[src/rtl/fba_seq.sv]
// fba_seq: nibble-serial add/subtract sequencer around one 4-bit ripple adder.
// START/BUSY/DONE handshake; operands registered at accept.
module fba (
  input  logic [3:0] a,
  input  logic [3:0] b,
  input  logic       cin,
  output logic [3:0] sum,
  output logic       cout
);
  logic [4:0] c;

  always_comb begin
    c[0] = cin;
    for (int i = 0; i < 4; i++) begin
      sum[i]   = a[i] ^ b[i] ^ c[i];
      c[i+1]   = (a[i] & b[i]) | (c[i] & (a[i] ^ b[i]));
    end
  end

  assign cout = c[4];
endmodule

module fba_seq #(
  parameter int NIBBLES = 2
) (
  input  logic                 CLK,
  input  logic                 CLR_N,
  input  logic                 START,
  input  logic                 SUB,
  input  logic [4*NIBBLES-1:0] A,
  input  logic [4*NIBBLES-1:0] B,
  output logic                 BUSY,
  output logic                 DONE,
  output logic [4*NIBBLES-1:0] RESULT,
  output logic                 CARRY,
  output logic                 ZERO
);
  localparam int W  = 4 * NIBBLES;
  localparam int IW = (NIBBLES > 1) ? $clog2(NIBBLES) : 1;
  localparam logic [IW-1:0] LAST = IW'(NIBBLES - 1);

  typedef enum logic [1:0] {IDLE, RUN, FIN} state_t;

  state_t          state;
  state_t          state_nx;
  logic [IW-1:0]   idx;
  logic [W-1:0]    a_reg;
  logic [W-1:0]    b_reg;
  logic            carry_reg;
  logic [W-1:0]    sh_a;
  logic [W-1:0]    sh_b;
  logic [W-1:0]    res_nx;
  logic [3:0]      nib_s;
  logic            nib_c;
  logic [IW+1:0]   pos;

  assign pos  = {idx, 2'b00};
  assign sh_a = a_reg >> pos;
  assign sh_b = b_reg >> pos;

  fba u_fba (
    .a    (sh_a[3:0]),
    .b    (sh_b[3:0]),
    .cin  (carry_reg),
    .sum  (nib_s),
    .cout (nib_c)
  );

  // Splice the fresh nibble into the partial result.
  assign res_nx = (RESULT & ~(W'(4'hF) << pos))
                | (W'(nib_s) << pos);

  always_ff @(posedge CLK or negedge CLR_N) begin
    if (!CLR_N) state <= IDLE;
    else        state <= state_nx;
  end

  always_comb begin
    state_nx = state;
    unique case (state)
      IDLE:    if (START) state_nx = RUN;
      RUN:     if (idx == LAST) state_nx = FIN;
      FIN:     state_nx = IDLE;
      default: state_nx = IDLE;
    endcase
  end

  // Flags are loaded on the last RUN edge so they are final while DONE is up.
  always_ff @(posedge CLK or negedge CLR_N) begin
    if (!CLR_N) begin
      idx       <= '0;
      a_reg     <= '0;
      b_reg     <= '0;
      carry_reg <= 1'b0;
      RESULT    <= '0;
      CARRY     <= 1'b0;
      ZERO      <= 1'b0;
    end else begin
      unique case (state)
        IDLE: begin
          if (START) begin
            a_reg     <= A;
            b_reg     <= SUB ? ~B : B;
            carry_reg <= SUB;
            idx       <= '0;
            RESULT    <= '0;
            CARRY     <= 1'b0;
            ZERO      <= 1'b0;
          end
        end
        RUN: begin
          RESULT    <= res_nx;
          carry_reg <= nib_c;
          if (idx == LAST) begin
            idx   <= '0;
            CARRY <= nib_c;
            ZERO  <= (res_nx == '0);
          end else begin
            idx <= idx + 1'b1;
          end
        end
        FIN:     ;
        default: ;
      endcase
    end
  end

  assign BUSY = (state == RUN);
  assign DONE = (state == FIN);
endmodule

[config.mk]
export PLATFORM = sky130hd
export DESIGN_NAME = fba_seq
export DESIGN_NICKNAME = d
export VERILOG_FILES = /design/src/rtl/fba_seq.sv
export SDC_FILE = /design/constraint.sdc
export NUM_CORES = 1
export LEC_CHECK = 0
export BUFFER_PORTS_ARGS = -buffer_cell sky130_fd_sc_hd__buf_4
export CORE_UTILIZATION = 30
export CTS_CLUSTER_DIAMETER = 30
export CTS_CLUSTER_SIZE = 28
export DETAILED_ROUTE_END_ITERATION = 8
export MAX_ROUTING_LAYER = met4
export PLACE_DENSITY = 0.57
export SLEW_MARGIN = 15
export SYNTH_ARGS = -nofsm -noshare
export SYNTH_HDL_FRONTEND = slang
export SYNTH_SLANG_ARGS = --single-unit
[constraint.sdc]
create_clock -name CLK -period 5.8 [get_ports CLK]
set_input_delay 0.58 -clock CLK [delete_from_list [all_inputs] [get_ports CLK]]
set_output_delay 0.58 -clock CLK [all_outputs]
set_load 0.02 [all_outputs]
==> results_dict.tcl, run 1 <==
set metrics [dict create \
    status "finished, final reports clean" \
    yosysSeqAreaShare_pct 49.59 \
    fin_nets 181 \
    skew_ps 3.067 \
    critPathMaxStageDelay_ps 840 \
    syn_inst 126 \
    die_area_um2 5335 \
    drive_above_1_share_pct 35.44 \
    grt_pass1_vias 1049 \
    num_rows 25 \
    post-cts-setup-buffer-count 0 \
    crit_path_end_kind "flop" \
    worstHoldPathType "input port to async pin" \
    utilization_pct 39.14 \
    port_buffers 31 \
    slew_violations 0 \
    whs_ps 212.5 \
    final-setup-viol-count 0 \
    cp_max_fo 21 \
    drt_iter0_drc 82 \
    layoutNonFillerInstCount 225 \
    synth.top_cell.area_share_pct 49.59 \
    clk_latency_ps 280 \
    multi_input_area_um2 691.9 \
    grt_util_all_layers_pct 12.77 \
    worstPathRequired_ps 5970 \
    hold_viol 0 \
    yosys_warnings 0 \
    place_congestion 0.7878 \
    fillers 476 \
    layout_commonest_cell "buf_4" \
    numCtsBuffers 5 \
    p_leak_nw 0.8367 \
    synth_area_um2 1514 \
    first_pass_iters 4 \
    initial_core_util_pct 31.63 \
    clock.fmax_mhz 321.4 \
    cellPowerDensity_nw_per_um2 625.4 \
    synthTopCellsByArea "dfrtp_1, mux2_2, fa_1, a22o_1, xnor2_1" \
    fin_setup_tns_ps 0 \
    path_class "flop to flop" \
    seq_area_um2 750.7 \
    synth_cell_types 26 \
    clk_transition_reported_paths_ps 60 \
    finalCritPeriodShare_pct 53.65 \
    crit_path_frequent_cell "fa_1" \
    maxCapViolations 0 \
    syn2layout_area_growth_pct 23.72 \
    pre_cts_ws_ps 2670 \
    die_h_um 73.04 \
    final_cell_mix "buf_4, dfrtp_1, mux2_2, nor2_1, a22o_1" \
    ant_nets 0 \
    tightest_slew_ps 952.4 \
    clockBufferDepth 2 \
    gr-total-overflow 0 \
    h-tree-depth 2 \
    synth_seq_cells 30 \
    yosysTopAreaCell "dfrtp_1" \
    rsz0062_at_grt "false" \
    critPathLaunchType "flop" \
    design_area_um2 1873 \
    cts_tree "yes" \
    timing.final.crit_period_ps 3112 \
    dpl_cell_area_um2 1782 \
    grt_max_degree 31 \
    dp_cells 217 \
    cp_slowest_cell "dfrtp_1" \
    power_mw 1.171 \
    drcViolationCount 0 \
    via_per_inst 4.547 \
    core_um2 4786 \
    root_buffer "clkbuf_8" \
    avgRoutedWirePerCell_um 12.80 \
    num_io_pins 32 \
    critical_path_arrival_ps 3280 \
    max-vdd-ir-drop_mv 0.2569 \
    via_count 1023 \
    path_cells "mux2i_1 > fa_1 > fa_1 > inv_1 > fa_1 > fa_1 > nand3b_1 > o21ai_0 > a22o_1" \
    cts.sinks 30 \
    grt_pass1_wl_um 4885 \
    antenna_found_initial 0 \
    syn_avg_cell_area_um2 12.02 \
    layout_setup_ws_ps 2689 \
    syn_nets 150 \
    die-width_um 73.04 \
    cts-resized-gates 0 \
    antennaDiodeCount 0 \
    slew_headroom_pct 36.44 \
    dp_hpwl_um 2122 \
    drt_wl_total_um 2880 \
    hold_buffers 0 \
]
final timing paths:
check / start / to / slack (ps) / cells past startpoint
max in group asynchronous: CLR_N / b_reg[6] / 5310 / 1
min in group CLK: a_reg[3] / a_reg[3] / 510 / 1
setup reg to reg: idx / RESULT[7] / 2690 / 9
hold reg to reg: a_reg[3] / a_reg[3] / 510 / 1
setup / recovery: idx / RESULT[7] / 2690 / 9
hold / removal: CLR_N / RESULT[0] / 210 / 1
synthesized netlist by cell type (all sizes together):
cell type  instances
nor3b              2
inv                6
nand2              1
nor2b              3
nand3b             2
o22ai              1
a22o               9
a21oi              8
dfrtp             30
o21bai             1
o21ai              4
mux2              16
nand3              2
mux2i              5
nor2              12
xnor2              8
a22oi              1
buf                7
nor4               1
a21o               1
and2               1
fa                 4
o21a               1
worst max-delay path, delay by kind of cell (launching register included):
| family | cells | cell delay (ps) |
|---|---|---|
| buffers and inverters | 1 | 70 |
| AND/OR/NAND/NOR | 1 | 100 |
| multiplexers | 1 | 230 |
| flip-flops | 1 | 840 |
| AO/OA/AOI/OAI | 2 | 290 |
| adder cells (fa/ha/maj) | 4 | 1450 |
logic make-up (layout without fill, tap and decap cells):
family	count (synthesis)	after routing	share of synthesized area, %
buffers and inverters	13	45	4.710
and+or+nand+nor	24	24	9.008
muxes	21	21	15.21
xor gates and xnor gates	8	8	4.628
DFF	30	30	49.59
adders and majority gates	4	4	5.289
AOI/OAI and AO/OA	26	26	11.57
power by group:
part / total [mW] / switching [mW] / internal (mW) / leakage [nW]
Sequential: 0.403 / 0.0989 / 0.304 / 0.363
Combinational: 0.597 / 0.286 / 0.311 / 0.425
Clock: 0.171 / 0.0754 / 0.0955 / 0.0482
layer usage:
metal  global-route usage [%]  vias to the layer above  wire (µm)
li1                         -                      498          -
met1                    15.84                      492       1327
met2                    18.83                       26       1361
met3                    3.729                        7        127
met4                    6.536                        0         63
met5                        -                        -          0
area by class of cell:
class                      count  area share, %
multi-input combinational     83          36.94
clock inverter                 1         0.2672
tap                           67          4.476
sequential                    30          40.08
timing repair buffer          31          12.42
inverter                       6          1.202
clock buffer                   7          4.609
Power figures use the tool's default switching activity.
==> run 2: changes to the inputs <==
- ABC_AREA: unset -> 1
- clock period: 5.8 -> 3.1 ns (I/O delays scaled with it)
==> results_dict.tcl, run 2 <==
set metrics [dict create \
    p_leak_nw 1.013 \
    cts_tree "yes" \
    via_count 1231 \
    clk_latency_ps 280 \
    finalCritPeriodShare_pct 91.28 \
    syn_inst 184 \
    syn_nets 208 \
    final-setup-viol-count 0 \
    slew_violations 0 \
    synth_area_um2 1541 \
    drt_wl_total_um 3252 \
    synth_top_family_by_area "simple AND/OR/NAND/NOR gates" \
    final_cell_mix "nand2_1, buf_4, dfrtp_1, inv_1, o21ai_0" \
    die_area_um2 5429 \
    cts-resized-gates 0 \
    critical_path_arrival_ps 3050 \
    drcViolationCount 0 \
    fin_setup_tns_ps 0 \
    syn2layout_area_growth_pct 26.62 \
    ant_nets 0 \
    clock.fmax_mhz 353.4 \
    pwr-share-seq_pct 30.7 \
    synth.mux.area_fraction_pct 2.597 \
    crit_path_end_kind "flop" \
    syn_avg_cell_area_um2 8.378 \
    rsz0062_at_grt "false" \
    clockBufferDepth 2 \
    internal-power_mw 1.286 \
    gr-total-overflow 0 \
    synthTopCellsByArea "dfrtp_1, nand2_1, fa_1, xnor2_1, o21ai_0" \
    synth.top_cell.area_share_pct 48.70 \
    clk_transition_reported_paths_ps 70 \
    skew_ps 7.004 \
    h-tree-depth 2 \
    antennaDiodeCount 0 \
    synth_seq_cells 30 \
    via_per_inst 4.319 \
    grt_pass1_wl_um 5464 \
    worstPathRequired_ps 3320 \
    initial_core_util_pct 31.79 \
    status "finished, final reports clean" \
    num_io_pins 32 \
    synth_common_cells "nand2_1, dfrtp_1, inv_1" \
    max-vdd-ir-drop_mv 0.4115 \
    ys_async_sr_fraction_pct 100.0 \
    place_congestion 0.7965 \
    yosysSeqAreaShare_pct 48.70 \
    synthSimpleGateAreaFrac_pct 24.35 \
    worstHoldPathType "input port to flop" \
    core_um2 4848 \
    sw_frac_of_total_pct 43.81 \
    cts.sinks 30 \
    synth_flop_cell "dfrtp_1" \
    drt_iter0_drc 47 \
    root_buffer "clkbuf_8" \
    slew_headroom_pct 72.86 \
    dp_hpwl_um 2376 \
    layout_commonest_cell "nand2_1" \
    avgRoutedWirePerCell_um 11.41 \
    port_buffers 31 \
    synth_compound_area_share_pct 7.630 \
    yosys_warnings 0 \
    synthAdderAreaFrac_pct 5.195 \
    yosysTopAreaCell "dfrtp_1" \
    numCtsBuffers 5 \
    die-width_um 73.68 \
    tightest_slew_ps 406.7 \
    dpl_cell_area_um2 1829 \
    antenna_found_initial 0 \
    synth-xor-area-share_pct 4.545 \
    cellPowerDensity_nw_per_um2 1173 \
    drive_above_1_share_pct 21.10 \
    hold_viol 0 \
    design_area_um2 1952 \
    p_sw_mw 1.003 \
    fin_nets 242 \
    first_pass_iters 5 \
    grt_pass1_vias 1201 \
    cp_max_fo 10 \
    die_h_um 73.68 \
    combPwrFrac_pct 51.7 \
    synth_edf_count 0 \
    synth.most_common_cell "nand2_1" \
    grt_util_all_layers_pct 14.10 \
    timing.final.crit_period_ps 2830 \
    clockPowerShare_pct 17.7 \
    num_rows 25 \
    post-cts-setup-buffer-count 0 \
    critPathLaunchType "flop" \
    grt_max_degree 31 \
    synth_cell_types 20 \
    maxCapViolations 0 \
    path_class "flop to flop" \
]
-- run 2: changes by cell type after synthesis, sizes merged, moves of 2 or more --
cell    before  now
o22ai        1    4
a22o         9    0
o21ai        4   15
nor3b        2    0
nand3b       2    0
a21oi        8    2
nor2        12   10
mux2        16    0
nor2b        3    0
nand2        1   79
inv          6   17
-- run 2: through the flow --
| step | instances | setup slack (ps) | util, % | power [mW] | hold slack (ps) |
|---|---|---|---|---|---|
| after CTS | 285 | 250.3 | 40.26 | 2.315 | 220.2 |
| final | 285 | 270.4 | 40.26 | 2.290 | 221.5 |
| after global routing | 285 | 72.51 | 40.26 | 2.511 | 215.8 |
| after floorplan | 184 | 407.9 | - | 1.563 | 14.41 |
| after global placement | 277 | 423.8 | 37.73 | 1.876 | 265.6 |
| after detailed placement | 277 | 283.4 | 37.73 | 1.907 | 270.3 |
-- run 2: path summary, 6_finish.rpt --
check                      startpoint        end  slack [ps]  cells after the start
hold / removal                   A[4]   a_reg[4]         220                      3
hold reg to reg              a_reg[0]   a_reg[0]         470                      2
max in group asynchronous       CLR_N  RESULT[6]        2310                      2
setup / recovery                  idx       ZERO         270                     13
min in group asynchronous       CLR_N   b_reg[2]         500                      2
setup reg to reg                  idx       ZERO         270                     13
-- run 2: critical path, cell delays in order, from the launching register on --
cell,delay [ps]
dfrtp_1,560
mux2i_1,170
fa_1,450
fa_1,390
inv_1,80
fa_1,180
fa_1,410
inv_1,80
nand2_1,50
nand2_1,100
nand2_1,60
nor2_1,90
nand3_1,80
nand2_1,60
-- run 2: kinds of logic (layout without fill, tap and decap cells) --
logic type               after synthesis  count (layout)
AND/OR/NAND/NOR                       92              92
flip-flops                            30              30
buffers and inverters                 24              58
AO/OA/AOI/OAI                         22              22
XOR/XNOR                               8               8
adder cells (fa/ha/maj)                4               4
multiplexers                           4               4
-- run 2: power by group through the flow --
stage               Clock [mW]  Combinational, mW  Sequential, mW
floorplan                    0              0.838           0.725
global placement             0               1.17           0.708
detailed placement           0               1.20           0.709
CTS                      0.410               1.20           0.704
global route             0.432               1.35           0.727
finish                   0.405               1.18           0.702
-- run 2: what timing repair did --
action / in CTS / in global routing
endpoints found under the hold margin: 30 / 0
endpoints found under the setup margin: 0 / 0
hold buffers: 1 / 0
-- run 2: metal layers --
metal | up-vias | share of wire, % | wire length [µm] | GRT usage (%)
li1 | 639 | - | - | -
met1 | 553 | 48 | 1546 | 16.94
met2 | 30 | 45 | 1476 | 21.10
met3 | 9 | 4.5 | 146 | 4.938
met4 | 0 | 2.5 | 82 | 6.624
met5 | - | 0 | 0 | -
-- run 2: cell type report --
cell class	instances	area (µm²)
fillers	522	2897
clock inverters	1	30.03
flip-flops and latches	30	750.7
multi-input cells	130	683.2
repair buffers	34	257.7
well taps	67	83.83
inverters	17	63.81
clock buffers	6	82.58
